--- src/rtl/store_buffer_if.sv ---
// MEM-stage / data-memory signal bundle for store_buffer.
// slave is the store buffer side, master is the pipeline + memory side.
interface store_buffer_if #(
  parameter int DW = 32,
  parameter int AW = 32,
  parameter int CW = 3
);
  logic [AW-1:0] malu_out;
  logic [DW-1:0] mqb;
  logic          mwmem;
  logic          mm2reg;
  logic          dm_ready;
  logic [DW-1:0] dmem_out;
  logic [AW-1:0] dm_waddr;
  logic [DW-1:0] dm_wdata;
  logic          dm_we;
  logic [DW-1:0] mem_rdata;
  logic          sb_stall;
  logic [CW-1:0] sb_count;

  modport slave (
    input  malu_out, mqb, mwmem, mm2reg, dm_ready, dmem_out,
    output dm_waddr, dm_wdata, dm_we, mem_rdata, sb_stall, sb_count
  );

  modport master (
    output malu_out, mqb, mwmem, mm2reg, dm_ready, dmem_out,
    input  dm_waddr, dm_wdata, dm_we, mem_rdata, sb_stall, sb_count
  );
endinterface

--- src/rtl/store_buffer.sv ---
// Store buffer between EXE/MEM and data memory: FIFO of pending word stores.
// Macro SB_FWD_EN: defined = forward load hits from the buffer; undefined = stall and drain on a hit.
module store_buffer #(
  parameter int DEPTH = 4,
  parameter int DW    = 32,
  parameter int AW    = 32
) (
  input logic            clk,
  input logic            clrn,
  store_buffer_if.slave  bus
);
  localparam int PW = $clog2(DEPTH);
  localparam int CW = PW + 1;

  logic [DEPTH-1:0] r_valid;
  logic [AW-1:0]    r_addr [DEPTH];
  logic [DW-1:0]    r_data [DEPTH];
  logic [PW-1:0]    r_head;
  logic [PW-1:0]    r_tail;
  logic [CW-1:0]    r_count;

  logic          w_any;
  logic [PW-1:0] w_idx;
  logic          w_load;
  logic          w_store;
  logic          w_hit;
  logic          w_nonempty;
  logic          w_full;
  logic          w_pop;
  logic          w_push;
  logic          w_stall;
  logic          w_hit_stall;
`ifdef SB_FWD_EN
  logic [PW-1:0] w_sel;
`endif

  // Scan oldest to youngest so the last match found is the youngest entry.
  always_comb begin
    w_any = 1'b0;
    w_idx = r_head;
`ifdef SB_FWD_EN
    w_sel = r_head;
`endif
    for (int k = 0; k < DEPTH; k++) begin
      w_idx = r_head + PW'(k);
      if (r_valid[w_idx] && (r_addr[w_idx][AW-1:2] == bus.malu_out[AW-1:2])) begin
        w_any = 1'b1;
`ifdef SB_FWD_EN
        w_sel = w_idx;
`endif
      end
    end
  end

  assign w_load     = bus.mm2reg;
  assign w_store    = bus.mwmem & ~bus.mm2reg;
  assign w_hit      = w_load & w_any;
  assign w_nonempty = (r_count != '0);
  assign w_full     = (r_count == CW'(DEPTH));

`ifdef SB_FWD_EN
  assign w_pop         = w_nonempty & bus.dm_ready & ~w_load;
  assign w_hit_stall   = 1'b0;
  assign bus.mem_rdata = w_hit ? r_data[w_sel] : bus.dmem_out;
`else
  // A hit holds the load and takes the write port until the word is in memory.
  assign w_pop         = w_nonempty & bus.dm_ready & (~w_load | w_hit);
  assign w_hit_stall   = w_hit;
  assign bus.mem_rdata = bus.dmem_out;
`endif

  assign w_stall = (w_full & w_store & ~w_pop) | w_hit_stall;
  assign w_push  = w_store & ~w_stall;

  assign bus.sb_stall = w_stall;
  assign bus.dm_we    = w_pop;
  assign bus.dm_waddr = w_pop ? r_addr[r_head] : '0;
  assign bus.dm_wdata = w_pop ? r_data[r_head] : '0;
  assign bus.sb_count = r_count;

  always_ff @(posedge clk or negedge clrn) begin
    if (!clrn) begin
      r_valid <= '0;
      r_head  <= '0;
      r_tail  <= '0;
      r_count <= '0;
    end else begin
      // Clear before set: when full, a same-cycle pop and push share one slot.
      if (w_pop) begin
        r_valid[r_head] <= 1'b0;
        r_head          <= r_head + PW'(1);
      end
      if (w_push) begin
        r_valid[r_tail] <= 1'b1;
        r_tail          <= r_tail + PW'(1);
      end
      case ({w_push, w_pop})
        2'b10:   r_count <= r_count + CW'(1);
        2'b01:   r_count <= r_count - CW'(1);
        default: r_count <= r_count;
      endcase
    end
  end

  always_ff @(posedge clk) begin
    if (w_push) begin
      r_addr[r_tail] <= bus.malu_out;
      r_data[r_tail] <= bus.mqb;
    end
  end
endmodule

--- src/flat_wrapper.sv ---
// flat-port wrapper written by rule: the top's interface ports become plain ports
module store_buffer_flat 
#(
  parameter int DEPTH = 4,
  parameter int DW    = 32,
  parameter int AW    = 32
)
  (clk, clrn, bus_malu_out, bus_mqb, bus_mwmem, bus_mm2reg, bus_dm_ready, bus_dmem_out, bus_dm_waddr, bus_dm_wdata, bus_dm_we, bus_mem_rdata, bus_sb_stall, bus_sb_count);
  store_buffer_if #(.DW(DW), .AW(AW), .CW(($clog2(DEPTH) + 1))) bus_i ();
  input logic clk;
  input logic clrn;
  input wire logic [$bits(bus_i.malu_out)-1:0] bus_malu_out;
  input wire logic [$bits(bus_i.mqb)-1:0] bus_mqb;
  input wire logic [$bits(bus_i.mwmem)-1:0] bus_mwmem;
  input wire logic [$bits(bus_i.mm2reg)-1:0] bus_mm2reg;
  input wire logic [$bits(bus_i.dm_ready)-1:0] bus_dm_ready;
  input wire logic [$bits(bus_i.dmem_out)-1:0] bus_dmem_out;
  output wire logic [$bits(bus_i.dm_waddr)-1:0] bus_dm_waddr;
  output wire logic [$bits(bus_i.dm_wdata)-1:0] bus_dm_wdata;
  output wire logic [$bits(bus_i.dm_we)-1:0] bus_dm_we;
  output wire logic [$bits(bus_i.mem_rdata)-1:0] bus_mem_rdata;
  output wire logic [$bits(bus_i.sb_stall)-1:0] bus_sb_stall;
  output wire logic [$bits(bus_i.sb_count)-1:0] bus_sb_count;
  assign bus_i.malu_out = bus_malu_out;
  assign bus_i.mqb = bus_mqb;
  assign bus_i.mwmem = bus_mwmem;
  assign bus_i.mm2reg = bus_mm2reg;
  assign bus_i.dm_ready = bus_dm_ready;
  assign bus_i.dmem_out = bus_dmem_out;
  assign bus_dm_waddr = bus_i.dm_waddr;
  assign bus_dm_wdata = bus_i.dm_wdata;
  assign bus_dm_we = bus_i.dm_we;
  assign bus_mem_rdata = bus_i.mem_rdata;
  assign bus_sb_stall = bus_i.sb_stall;
  assign bus_sb_count = bus_i.sb_count;
  store_buffer #(.DEPTH(DEPTH), .DW(DW), .AW(AW)) u_core (.clk(clk), .clrn(clrn), .bus(bus_i));
endmodule
--- config.mk ---
export PLATFORM = sky130hd
export DESIGN_NAME = store_buffer_flat
export DESIGN_NICKNAME = d
export VERILOG_FILES = /design/src/rtl/store_buffer_if.sv /design/src/rtl/store_buffer.sv /design/src/flat_wrapper.sv
export SDC_FILE = /design/constraint.sdc
export NUM_CORES = 1
export LEC_CHECK = 0
export ABC_AREA = 1
export BUFFER_PORTS_ARGS = -buffer_cell sky130_fd_sc_hd__buf_4
export CELL_PAD_IN_SITES_DETAIL_PLACEMENT = 1
export CELL_PAD_IN_SITES_GLOBAL_PLACEMENT = 1
export CORE_MARGIN = 5
export CORE_UTILIZATION = 31
export DETAILED_ROUTE_END_ITERATION = 10
export HOLD_SLACK_MARGIN = 0.12
export PLACE_DENSITY_LB_ADDON = 0.05
export REMOVE_ABC_BUFFERS = 1
export SETUP_SLACK_MARGIN = 0.02
export SYNTH_ARGS = -nofsm -noshare
export SYNTH_HDL_FRONTEND = slang
export SYNTH_SLANG_ARGS = --single-unit
--- constraint.sdc ---
create_clock -name clk -period 4.4 [get_ports clk]
set_clock_uncertainty 0.1 [all_clocks]
set_input_delay 0.44 -clock clk [delete_from_list [all_inputs] [get_ports clk]]
set_output_delay 0.44 -clock clk [all_outputs]
set_load 0.03 [all_outputs]
==> impl_summary.log <==
INFO  metric run_status = finished, final reports clean
INFO  metric finalPower = roughly 0.014 W
INFO  metric power_switching_share = 48.2%
INFO  metric met2_resource_use_gr = 35.0%
INFO  metric antenna_violations_before_repair = 1
INFO  metric clock_power_share = 19.0%
INFO  metric drt_first_iter_violations = 803
INFO  metric core_area = 46800 um2
INFO  metric ys_warn_count = 0
INFO  metric antenna_left = 0
INFO  metric largest_family_of_logic_cells_by_synthesized_area = simple AND/OR/NAND/NOR gates
INFO  metric wire_per_inst = 22.4 um
INFO  metric worstPathArrival = 3.74 ns
INFO  metric gp_congestion = 0.805
INFO  metric timing.critical_path.required = 3.86 ns
INFO  metric rsz0062_at_grt = yes
INFO  metric grt_pass1_vias = 13700
INFO  metric report.final.setup_viol = 0
INFO  metric io_pins = 202
INFO  metric cp-end-kind = primary output
INFO  metric area.growth.synth_to_final = 27.7%
INFO  metric top_fanout_value_on_the_critical_path = 15
INFO  metric postSynthRegisterBits = approximately 270
INFO  metric timing.final.max_slew_violations = 0
INFO  metric cts_buffers = 34
INFO  metric hold_violations = 0
INFO  metric cap_viol_max_count = 0
INFO  metric cts.htree.levels = 2
INFO  metric via_count = about 13000
INFO  metric muxShareOfSynthArea = 0%
INFO  metric switching_power_summed_over_all_nets = 0.00671 W
INFO  metric final_min_period_over_clock_period = 97.3%
INFO  metric share_of_the_synthesized_area_in_compound_gates_ao_oa_aoi_oai = ~5.3%
INFO  metric power_density = 742 nW/um2
INFO  metric die-height = 228 um
INFO  metric synth_area_per_cell = 8.25 um2
INFO  metric static-leakage-power = 7.98 nW
INFO  metric power.combinational.fraction = 58.3%
INFO  metric post_synthesis_share_of_cell_area_spent_on_xor_and_xnor_gates = less than 1%
INFO  metric whs = 0.188 ns
INFO  metric cts.reportedPaths.clkPinSlew = 0.06 ns
INFO  metric cts_root_buf = clkbuf_16
INFO  metric detail_route.wirelength = 57900 um
INFO  metric port-buffer-count = 137
INFO  metric globalRouteMet1Util = around 29%
INFO  metric crit_type = flop to primary output
INFO  metric grt_start_max_net_pins = 132
INFO  metric cell_internal_pwr = a little over 0.007 W
INFO  metric die_area = slightly above 50000 um2
INFO  metric via_per_inst = 5.13
INFO  metric gr_met3_demand_resource = between 3 and 4%
INFO  metric tns = 0 ns
INFO  metric drc = 0
INFO  metric tightestPinTransition = between 0.6 and 0.7 ns
INFO  metric timing.slew.headroom = 54.3%
INFO  metric max_freq = 233 MHz
INFO  metric syn_inst = approximately 1800
INFO  metric clock_sinks = 267
INFO  metric grt_pass1_wl = 82800 um
INFO  metric most_used_cells_in_the_layout_excluding_fill_and_tap_cells = nand2_1 (735), nand3_1 (342), edfxtp_1 (256)
INFO  metric synthesis.area = 14700 um2
INFO  metric post_layout_min_period = ~4.3 ns
INFO  metric place_ws = 0.213 ns
INFO  metric floorplan.rows = 79
INFO  metric globalRouteTotalUtil = 20.9%
INFO  metric nNetsFinal = roughly 2100
INFO  metric yosysSeqAreaShare = a little over half
INFO  metric synth_unique_cells = 22
INFO  metric clock_tree_from_tritoncts = yes
INFO  metric final_core_utilization = 40.1%
INFO  metric clk-insertion-delay-late = 0.54 ns
INFO  metric synth_simple_gate_area_share = about a third
INFO  metric clockBufferDepth = 3
INFO  metric ir_worst_vdd = about 0.36 mV
INFO  metric seq_power_share = between 20% and 30%
INFO  metric setup_ws = 0.117 ns
INFO  metric start_util = 31.4%
INFO  metric min-delay-path-class = input port to asynchronous set/reset pin
INFO  metric globalRoute.totalOverflow = 0
INFO  metric worst_setup_path_start_kind = flop
INFO  metric fillCellCount = 5445
INFO  metric yosys.area_share.adder = 0.903%
INFO  metric place.detailed.hpwl = about 34000 um
INFO  metric busiest_layer = met2
INFO  metric die-width = around 230 um
INFO  metric layout_commonest_cell = nand2_1
INFO  metric firstDrtPassIters = 5
INFO  metric proportion_of_layout_cells_with_a_drive_suffix_above_1 = approximately 15%
-- worst max-delay path, cell delays in order (launching register included) --
cell       delay (ns)
dfrtp_4          0.49
clkinv_8         0.08
ha_4             0.37
buf_12           0.13
clkbuf_16        0.20
nand3_1          0.11
nand3_1          0.10
nand2_1          0.09
nor2_1           0.15
nand2_1          0.08
nor2_1           0.09
nand2_1          0.10
nor2_2           0.16
nor2_1           0.09
nand3_2          0.15
nand2_8          0.13
clkbuf_16        0.23
a211oi_2         0.23
buf_4            0.22
-- logic make-up (layout without fill, tap and decap cells) --
kind of cell,Yosys count,in the layout
adder cells (fa/ha/maj),10,10
XOR/XNOR,7,7
buffers and inverters,165,363
flip-flops,267,267
AO/OA/AOI/OAI,139,139
other,0,1
AND/OR/NAND/NOR,1192,1192
-- routing by layer --
| layer | wire length (um) | up-vias |
|---|---|---|
| li1 | - | 6369 |
| met3 | 2460 | 54 |
| met2 | 27900 | 280 |
| met4 | 921 | 0 |
| met5 | 0 | - |
| met1 | 26600 | 6567 |
-- synthesized netlist by cell type (all sizes together) --
| cell type | count | area, um2 |
|---|---|---|
| a31oi | 1 | 6.26 |
| nand2 | 738 | 2780 |
| a21oi | 72 | 360 |
| clkbuf | 19 | 71.3 |
| edfxtp | 256 | 7690 |
| ha | 9 | 113 |
| fa | 1 | 20.0 |
| xor2 | 6 | 52.6 |
| dfrtp | 11 | 275 |
| nand3 | 343 | 1720 |
| buf | 97 | 582 |
| nor2 | 111 | 417 |
| xnor2 | 1 | 8.76 |
| a211oi | 34 | 255 |
| o21ai | 32 | 160 |
| inv | 49 | 184 |
-- area by class of cell --
cell class                 instances  area, um2  share of cell area, %
clock buffer                      43        906                   4.83
inverter                          49        211                   1.13
tap                              607        759                   4.05
multi-input combinational       1348       6130                   32.7
antenna                            1       2.50                 0.0133
clock inverter                    17        126                  0.674
sequential                       267       7970                   42.5
timing repair buffer             254       2650                   14.1
-- stage by stage --
step                std cells  area, um2
floorplan                1664      14000
global placement         2435      16200
detailed placement       2435      16200
CTS                      2564      18200
global route             2586      18800
finish                   2586      18800
-- state kept, by name (all words and copies together) (netlist names) --
signal and cells:
u_core.r_valid 4, u_core.r_head 2, u_core.bus.sb_count 3, u_core.r_tail 2, u_core.r_data 128, u_core.r_addr 128
-- worst paths after layout --
kind / from / to / slack (ns) / cells past startpoint
worst min register to register: u_core.r_valid[2] / u_core.r_valid[2] / 0.41 / 2
min in group clk: bus_mwmem / u_core.r_tail[1] / 0.26 / 5
worst max register to register: u_core.r_head[0] / u_core.bus.sb_count[2] / 0.26 / 25
worst max-delay path: u_core.r_head[0] / bus_dm_wdata[8] / 0.12 / 18
max in group asynchronous: clrn / u_core.r_head[0] / 3.83 / 2
worst min-delay path: clrn / u_core.bus.sb_count[0] / 0.19 / 2
-- power groups by stage --
| stage | Sequential [W] | Clock (W) | Combinational (W) |
|---|---|---|---|
| 3_5_place_dp | 0.00321 | 0 | 0.00682 |
| 6_report | 0.00316 | 0.00264 | 0.00811 |
| 2_1_floorplan | 0.00343 | 0 | 0.00415 |
| 3_3_place_gp | 0.00320 | 0 | 0.00673 |
| 4_1_cts | 0.00316 | 0.00272 | 0.00737 |
| 5_1_grt | 0.00318 | 0.00285 | 0.00888 |
-- timing repair --
| item | CTS | global route |
|---|---|---|
| gates resized for setup | 32 | 43 |
| hold buffers | 65 | 0 |
| pin swaps | 0 | 3 |
| endpoints found under the hold margin | 267 | 0 |
| setup buffers | 0 | 9 |
| cloned | 4 | 12 |
| endpoints found under the setup margin | 64 | 60 |
(Power assumes the default switching activity.)
